==> src/rtl/seg7_pkg.sv <==
// Shared 7-segment glyph constants and reader FSM state encoding.
// Latency: n/a (constants and types only).
// Backpressure: n/a.
package seg7_pkg;

  // Segment patterns, bit0=a .. bit6=g, active-high.
  // The display encoder uses the same constants, so both directions stay consistent.
  localparam logic [6:0] SEG_0     = 7'h3F;
  localparam logic [6:0] SEG_1     = 7'h06;
  localparam logic [6:0] SEG_2     = 7'h5B;
  localparam logic [6:0] SEG_3     = 7'h4F;
  localparam logic [6:0] SEG_4     = 7'h66;
  localparam logic [6:0] SEG_5     = 7'h6D;
  localparam logic [6:0] SEG_6     = 7'h7D;
  localparam logic [6:0] SEG_7     = 7'h07;
  localparam logic [6:0] SEG_8     = 7'h7F;
  localparam logic [6:0] SEG_9     = 7'h6F;
  localparam logic [6:0] SEG_A     = 7'h77;
  localparam logic [6:0] SEG_B     = 7'h7C;
  localparam logic [6:0] SEG_C     = 7'h39;
  localparam logic [6:0] SEG_D     = 7'h5E;
  localparam logic [6:0] SEG_E     = 7'h79;
  localparam logic [6:0] SEG_F     = 7'h71;
  localparam logic [6:0] SEG_BLANK = 7'h00;

  // Debounce FSM states.
  typedef enum logic [1:0] {
    IDLE   = 2'd0,
    SETTLE = 2'd1,
    LOCKED = 2'd2
  } state_e;

endpackage

==> src/rtl/seg7_decode.sv <==
// Maps a 7-segment pattern to {legal hex glyph, blank, digit}.
// Latency: combinational, zero cycles.
// Backpressure: none; output follows input continuously.
module seg7_decode
  import seg7_pkg::*;
(
  input  logic [6:0] pattern,
  output logic       legal,
  output logic       is_blank,
  output logic [3:0] digit
);

  // Glyph lookup; anything not in the table is neither legal nor blank.
  always_comb begin
    legal    = 1'b1;
    is_blank = 1'b0;
    digit    = 4'h0;
    case (pattern)
      SEG_0:     digit = 4'h0;
      SEG_1:     digit = 4'h1;
      SEG_2:     digit = 4'h2;
      SEG_3:     digit = 4'h3;
      SEG_4:     digit = 4'h4;
      SEG_5:     digit = 4'h5;
      SEG_6:     digit = 4'h6;
      SEG_7:     digit = 4'h7;
      SEG_8:     digit = 4'h8;
      SEG_9:     digit = 4'h9;
      SEG_A:     digit = 4'hA;
      SEG_B:     digit = 4'hB;
      SEG_C:     digit = 4'hC;
      SEG_D:     digit = 4'hD;
      SEG_E:     digit = 4'hE;
      SEG_F:     digit = 4'hF;
      SEG_BLANK: begin
        legal    = 1'b0;
        is_blank = 1'b1;
      end
      default:   legal = 1'b0;
    endcase
  end

endmodule

==> src/rtl/seg7_reader.sv <==
// Recovers hex digits from an asynchronous 7-segment bus: sync, debounce, decode, sequence check.
// Latency: events registered STABLE_CYCLES+2 edges after the first sampling edge of a new pattern.
// Backpressure: none; event outputs are single-cycle pulses and are not held.
module seg7_reader
  import seg7_pkg::*;
#(
  parameter int STABLE_CYCLES = 4,
  parameter int CNT_W         = 8
) (
  input  logic             clk,
  input  logic             rst_n,
  input  logic [6:0]       seg_in,
  output logic [3:0]       digit_out,
  output logic             digit_valid,
  output logic             blank,
  output logic             pattern_err,
  output logic             seq_err,
  output logic [CNT_W-1:0] seq_ok_count,
  output logic [CNT_W-1:0] err_count
);

  localparam logic [7:0]       STABLE_W = 8'(STABLE_CYCLES);
  localparam logic [CNT_W-1:0] CNT_MAX  = {CNT_W{1'b1}};

  logic [6:0]       s1_q, s1_d, s2_q, s2_d;
  logic [6:0]       cand_q, cand_d, last_q, last_d;
  logic [7:0]       stab_q, stab_d;
  state_e           state_q, state_d;
  logic             have_prev_q, have_prev_d;
  logic [3:0]       digit_q, digit_d;
  logic             dv_q, dv_d, blank_q, blank_d;
  logic             perr_q, perr_d, serr_q, serr_d;
  logic [CNT_W-1:0] ok_cnt_q, ok_cnt_d, err_cnt_q, err_cnt_d;

  logic             evaluate;
  logic             dec_legal, dec_blank;
  logic [3:0]       dec_digit;

  // The candidate is the only pattern ever evaluated, so decode it directly.
  seg7_decode u_decode (
    .pattern  (cand_q),
    .legal    (dec_legal),
    .is_blank (dec_blank),
    .digit    (dec_digit)
  );

  // Next-state logic: synchroniser shift, debounce FSM, evaluation and counters.
  always_comb begin
    s1_d        = seg_in;
    s2_d        = s1_q;
    state_d     = state_q;
    cand_d      = cand_q;
    stab_d      = stab_q;
    last_d      = last_q;
    have_prev_d = have_prev_q;
    digit_d     = digit_q;
    blank_d     = blank_q;
    dv_d        = 1'b0;
    perr_d      = 1'b0;
    serr_d      = 1'b0;
    ok_cnt_d    = ok_cnt_q;
    err_cnt_d   = err_cnt_q;
    evaluate    = 1'b0;

    case (state_q)
      IDLE: begin
        if (s2_q != cand_q) begin
          cand_d  = s2_q;
          stab_d  = 8'd1;
          state_d = SETTLE;
        end
      end
      SETTLE: begin
        if (s2_q != cand_q) begin
          cand_d = s2_q;
          stab_d = 8'd1;
        end else if (stab_q == STABLE_W) begin
          evaluate = 1'b1;
          state_d  = LOCKED;
        end else begin
          stab_d = stab_q + 8'd1;
        end
      end
      LOCKED: begin
        if (s2_q != cand_q) begin
          cand_d  = s2_q;
          stab_d  = 8'd1;
          state_d = SETTLE;
        end
      end
      default: state_d = IDLE;
    endcase

    // Re-settling onto the already accepted pattern (a glitch) emits nothing.
    if (evaluate && (cand_q != last_q)) begin
      last_d = cand_q;
      if (dec_legal) begin
        digit_d = dec_digit;
        dv_d    = 1'b1;
        blank_d = 1'b0;
        if (have_prev_q) begin
          if (dec_digit == digit_q + 4'd1) begin
            if (ok_cnt_q != CNT_MAX) ok_cnt_d = ok_cnt_q + CNT_W'(1);
          end else begin
            serr_d = 1'b1;
            if (err_cnt_q != CNT_MAX) err_cnt_d = err_cnt_q + CNT_W'(1);
          end
        end
        have_prev_d = 1'b1;
      end else if (dec_blank) begin
        blank_d = 1'b1;
      end else begin
        perr_d = 1'b1;
        if (err_cnt_q != CNT_MAX) err_cnt_d = err_cnt_q + CNT_W'(1);
      end
    end
  end

  // State registers with synchronous active-low reset.
  always_ff @(posedge clk) begin
    if (!rst_n) begin
      s1_q        <= '0;
      s2_q        <= '0;
      state_q     <= IDLE;
      cand_q      <= '0;
      stab_q      <= '0;
      last_q      <= '0;
      have_prev_q <= 1'b0;
      digit_q     <= '0;
      blank_q     <= 1'b0;
      dv_q        <= 1'b0;
      perr_q      <= 1'b0;
      serr_q      <= 1'b0;
      ok_cnt_q    <= '0;
      err_cnt_q   <= '0;
    end else begin
      s1_q        <= s1_d;
      s2_q        <= s2_d;
      state_q     <= state_d;
      cand_q      <= cand_d;
      stab_q      <= stab_d;
      last_q      <= last_d;
      have_prev_q <= have_prev_d;
      digit_q     <= digit_d;
      blank_q     <= blank_d;
      dv_q        <= dv_d;
      perr_q      <= perr_d;
      serr_q      <= serr_d;
      ok_cnt_q    <= ok_cnt_d;
      err_cnt_q   <= err_cnt_d;
    end
  end

  assign digit_out    = digit_q;
  assign digit_valid  = dv_q;
  assign blank        = blank_q;
  assign pattern_err  = perr_q;
  assign seq_err      = serr_q;
  assign seq_ok_count = ok_cnt_q;
  assign err_count    = err_cnt_q;

endmodule

==> config.mk <==
export PLATFORM = sky130hd
export DESIGN_NAME = seg7_reader
export DESIGN_NICKNAME = d
export VERILOG_FILES = /design/src/rtl/seg7_pkg.sv /design/src/rtl/seg7_decode.sv /design/src/rtl/seg7_reader.sv
export SDC_FILE = /design/constraint.sdc
export NUM_CORES = 1
export LEC_CHECK = 0
export BUFFER_PORTS_ARGS = -buffer_cell sky130_fd_sc_hd__buf_2
export CAP_MARGIN = 40
export CORE_AREA = 2 2 77 79
export CTS_CLUSTER_SIZE = 10
export DETAILED_ROUTE_END_ITERATION = 6
export DIE_AREA = 0 0 79 81
export PLACE_DENSITY_LB_ADDON = 0.1
export SLEW_MARGIN = 15
export SYNTH_ARGS = -nofsm -noshare
export SYNTH_HDL_FRONTEND = slang
export SYNTH_HIERARCHICAL = 1
export SYNTH_SLANG_ARGS = --single-unit
export TNS_END_PERCENT = 5
==> constraint.sdc <==
create_clock -name clk -period 5 [get_ports clk]
set_input_delay 0.25 -clock clk [delete_from_list [all_inputs] [get_ports clk]]
set_output_delay 0.25 -clock clk [all_outputs]
set_load 0.02 [all_outputs]
# After elaboration in Yosys (flattened, before gate mapping)
# Cells that the tools add are included.
[op_classes]
n_addsub = 4
eq_ne = 31
n_mux = 24
bitwise = 2
n_reduce_logical = 18
[ops]
columns = ["op", "n"]
rows = [
  ["== test 7 bit (second input constant)", 12],
  ["two-way mux 8 bit", 8],
  ["case mux 4 bit (15 select lines)", 1],
  ["adder 8 x 1 -> 8 bit (second input constant)", 3],
  ["!= test 8 bit (second input constant)", 2],
  ["case mux 8 bit (2 select lines)", 1],
  ["OR reduction 16 bit", 1],
  ["== test 7 x 3 -> 1 bit (second input constant)", 2],
  ["== test 7 x 6 -> 1 bit (second input constant)", 2],
  ["!= test 7 bit", 2],
  ["two-way mux 1 bit", 10],
  ["!= test 2 bit (second input constant)", 5],
  ["== test 8 x 3 -> 1 bit (second input constant)", 1],
  ["AND reduction 2 bit", 4],
  ["AND reduction 4 bit", 2],
  ["logical NOT 7 bit", 1],
  ["two-way mux 2 bit", 3],
  ["AND reduction 3 bit", 2],
  ["OR reduction 3 bit", 2],
  ["AND reduction 5 bit", 1],
  ["adder 4 x 1 -> 4 bit (second input constant)", 1],
  ["== test 4 bit", 1],
  ["case mux 2 bit (2 select lines)", 1],
  ["nonzero test 2 bit", 2],
  ["8 further kinds", 9],
]
[totals]
ff_bits = 63
input_bits = 9
output_inout_bits = 24
word_cells = 93

# Depth between registers and ports, before layout
[depth]
ltp_word = 7
mapped_depth = 10
mapped_depth_nobuf = 9

# Cells and area by module
# Netlist, hierarchy kept.
[by_module_without_submodules]
columns = ["module", "n_inst", "cells_each", "area_each_um2", "seq_area_each_um2"]
rows = [
  ["seg7_reader", 1, 328, 2906.5, 1261.2],
  ["seg7_decode", 1, 54, 370.4, 0.0],
]

# Least setup slack after synthesis
# OpenSTA, ideal clock, no wires.
[synth_timing]
kind = "register to register"
start = "reg cand_q[4]"
end = "reg err_cnt_q[6], in the netlist err_count[6]"
setup_ns = 0.119
arrival_ns = 2.738
required_ns = 4.881
slack_ns = 2.144
stages_incl_launch_ff = 11
path_buffers = 1
period_less_slack_ns = 2.856
cell_sequence = "dfxtp_1 > buf_4 > nor3_1 > a22o_1 > a311oi_2 > inv_1 > xor2_1 > or3_1 > o31ai_1 > nor4_1 > o221a_2"
[synth_via]
elab_chain_cells = 5
word_cells_on_any_way = 32
classes_between = "22 x eq/ne; 6 x mux; 4 x reduce/logical"
[synth_lines]
columns = ["item", "line", "source"]
rows = [
  ["start, declared", "seg7_reader.sv:26", "logic [6:0] cand_q, cand_d, last_q, last_d;"],
  ["start signal, assigned", "seg7_reader.sv:140", "cand_q <= cand_d;"],
  ["== test 7 bit, or another cell as far along", "seg7_decode.sv:18", "case (pattern)"],
  ["case mux 4 bit (15 select lines) (*)", "seg7_decode.sv:18", ""],
  ["via dec_digit[1]", "seg7_reader.sv:37", "logic [3:0] dec_digit;"],
  ["== test 4 bit (*)", "seg7_reader.sv:102", "if (dec_digit == digit_q + 4'd1) begin"],
  ["!= test 2 bit (no line) (*)", "n/a", ""],
  ["AND reduction 4 bit (no line) (*)", "n/a", ""],
  ["end signal, assigned", "seg7_reader.sv:150", "err_cnt_q <= err_cnt_d;"],
  ["end, declared", "seg7_reader.sv:33", "logic [CNT_W-1:0] ok_cnt_q, ok_cnt_d, err_cnt_q, err_cnt_d;"],
]
# The timed path passes the listed nets; every way through them passes the cells marked *.
# A chain may end at the register's enable or synchronous reset.

# Worst setup path after layout
[layout_timing]
start = "reg cand_q[2]"
end = "reg ok_cnt_q[3], in the netlist seq_ok_count[3]"
[layout_via]
word_cells_on_any_way = 26
classes_between = "19 x eq/ne; 4 x mux; 3 x reduce/logical"
[layout_lines]
columns = ["item", "line", "source"]
rows = [
  ["== test 7 bit, or another cell as far along", "seg7_decode.sv:18", ""],
  ["case mux 4 bit (15 select lines) (*)", "seg7_decode.sv:18", ""],
  ["via dec_digit[2]", "seg7_reader.sv:37", ""],
  ["== test 4 bit (*)", "seg7_reader.sv:102", ""],
  ["AND reduction 5 bit (no line) (*)", "n/a", ""],
  ["end signal, assigned", "seg7_reader.sv:149", "ok_cnt_q <= ok_cnt_d;"],
  ["end, declared", "seg7_reader.sv:33", ""],
]
# Marks and branches as above.

==> impl_metrics.env <==
export IMPL_finalSetupViolations=0
export IMPL_path_clk_slew_ps=70
export IMPL_insertion_delay_ps=340
export IMPL_wl_per_cell_microns=13.9
export IMPL_grt_pass1_vias=2352
export IMPL_die_area_sq_mm=0.00640
export IMPL_critPathArrivalTime_ps=3760
export IMPL_ios=33
export IMPL_drt_iter0_drc=206
export IMPL_ctsResizeCount=0
export IMPL_start_util_pct=57.7
export IMPL_grt_antenna_before_repair=0
export IMPL_grt_max_degree=55
export IMPL_post_route_min_period_ps=3490
export IMPL_portBuffers=32
export IMPL_path_max_fanout=20
export IMPL_ys_flop_type="dfxtp_1"
export IMPL_maxSlewHeadroom_pct=45.9
export IMPL_core_sq_mm=0.00568
export IMPL_grt_pass1_wl_microns=11000
export IMPL_rsz0062_at_grt="false"
export IMPL_rows=28
export IMPL_grt_remaining_overflow=0
export IMPL_final_cell_mix="dfxtp_1, nand2_1, buf_2"
export IMPL_drive_gt1_share_pct=15.3
export IMPL_synth_area_sq_mm=0.00328
export IMPL_synthesis_instances=382
export IMPL_tightestPinTransition_ps=805
export IMPL_ir_worst_vdd_uv=218
export IMPL_syn_to_final_growth_pct=11.7
export IMPL_ant_nets=0
export IMPL_final_area_sq_mm=0.00366
export IMPL_drv_cap=0
export IMPL_die_width_microns=79
export IMPL_routed_wl_microns=6780
export IMPL_synth_distinct_cells=56
export IMPL_placed_area_sq_mm=0.00343
export IMPL_status="completed"
export IMPL_worst_hold_path_type="primary input to flop"
export IMPL_crit_type="flop to flop"
export IMPL_ys_ff_latch=63
export IMPL_fin_worst_skew_ps=8.43
export IMPL_synthesis_nets=396
export IMPL_async_reset_ff_share_pct=0
export IMPL_cts_root_buf="clkbuf_8"
export IMPL_clockBufferDepth=2
export IMPL_antenna_cells=0
export IMPL_dp_final_hpwl_microns=4560
export IMPL_fin_nets=422
export IMPL_fin_crit_sh_pct=69.8
export IMPL_die_h_microns=81
export IMPL_viasPerCell=5.79
export IMPL_firstDrtPassIters=4
export IMPL_synth_avg_cell_area_sq_um=8.58
export IMPL_cts_max_level=3
export IMPL_fmax_mhz=287
export IMPL_gp_congestion=0.810
export IMPL_cts_sinks=63
export IMPL_vias=2819
export IMPL_drcViolationCount=0
export IMPL_cp_end_kind="flop"
export IMPL_pwr_density_cell_mw_per_mm2=282
export IMPL_tritoncts="yes"
export IMPL_cp_required_ps=5270
export IMPL_synth_warnings=6
export IMPL_postCtsHoldBufs=0
export IMPL_p_leak_nw=1.32
export IMPL_grt_total_usage_pct=21.7
export IMPL_cp_start_kind="flop"
export IMPL_tns_ps=0
export IMPL_synth_yosys_seq_area_share_pct=38.5
export IMPL_layout_commonest_cell="dfxtp_1"
export IMPL_drv_slew=0
export IMPL_cts_setup_buffers=0
export IMPL_synth_edf_count=0
export IMPL_cts_buffers=9
export IMPL_hold_violations=0
[registers in the layout, summed over array words and instances, names as in the netlist]
signal	flops
cand_q	7
digit_out	4
state_q	2
last_q	7
s1_q	7
pattern_err	1
have_prev_q	1
seq_err	1
digit_valid	1
blank	1
stab_q	8
err_count	8
seq_ok_count	8
s2_q	7
[metal layers]
layer | vias to the layer above | global-route usage, % | wire length (microns)
met4 | 0 | 9.48 | 82
met1 | 1329 | 28.6 | 3270
li1 | 1428 | - | -
met5 | - | 0 | 0
met3 | 8 | 4.67 | 227
met2 | 54 | 34.7 | 3190
[metrics by stage]
step                hold WS [ps]  util (%)  instances  total power (W)  worst slack (ps)
finish                       117      64.5        487          0.00103              1510
global placement             414      60.3        468         0.000595              1560
floorplan                    377         -        382         0.000582              2140
global route                 110      64.5        487          0.00107              1110
detailed placement           418      60.4        469         0.000597              1560
CTS                          105      63.9        484          0.00104              1540
[worst max-delay path, stage by stage, from the launching register on]
cell and delay (ps):
dfxtp_1 760, nand2_1 160, nor4b_1 330, o211ai_1 180, o211ai_1 250, xor3_1 400, nor3_1 500, nand3_1 320
nor4_2 320, mux2i_1 210
[synth_stat cells, types with 8 or more instances]
master / count / share of area (%)
a21oi_1: 26 / 4.0
and2_1: 16 / 3.1
clkbuf_1: 10 / 1.1
dfxtp_1: 63 / 38
inv_1: 8 / 0.92
mux2i_1: 16 / 4.9
nand2_1: 52 / 6.0
nand2b_1: 11 / 2.1
nand3_1: 20 / 3.1
nand4_1: 10 / 1.9
nor2_1: 9 / 1.0
nor3_1: 8 / 1.2
nor4_1: 9 / 1.7
o21ai_0: 14 / 2.1
xnor2_1: 13 / 3.5
xor2_1: 8 / 2.1
[kinds of logic (layout without fill, tap and decap cells)]
family	Yosys count	count (layout)	synth area share (%)
simple gates	176	176	30.5
compound gates	70	70	13.4
flops	63	63	38.5
buf+inv	30	60	4.47
xor+xnor	22	22	6.34
mux	16	16	4.89
fa+ha+maj	5	5	1.91
[where the power goes]
group,internal (W),switching (W),total (W)
Clock,0.000254,0.000189,0.000443
Combinational,0.0000251,0.0000429,0.0000680
Sequential,0.000511,0.0000116,0.000522
[cell type report]
type,count,area [sq um]
Clock inverter,3,42.5
Sequential cell,63,1260
Clock buffer,12,155
Tap cell,75,93.8
Fill cell,520,2020
Inverter,8,30.0
Multi-Input combinational cell,289,1870
Timing Repair Buffer,37,208
[worst paths after layout]
kind / end / depth (start not counted) / startpoint / slack, ps
setup / recovery: seq_ok_count[3] / 9 / cand_q[2] / 1510
hold / removal: s1_q[3] / 2 / seg_in[3] / 120
setup reg to reg: seq_ok_count[3] / 9 / cand_q[2] / 1510
hold reg to reg: s2_q[5] / 1 / s1_q[5] / 430
Note: power is estimated with default switching activity, not from simulation.
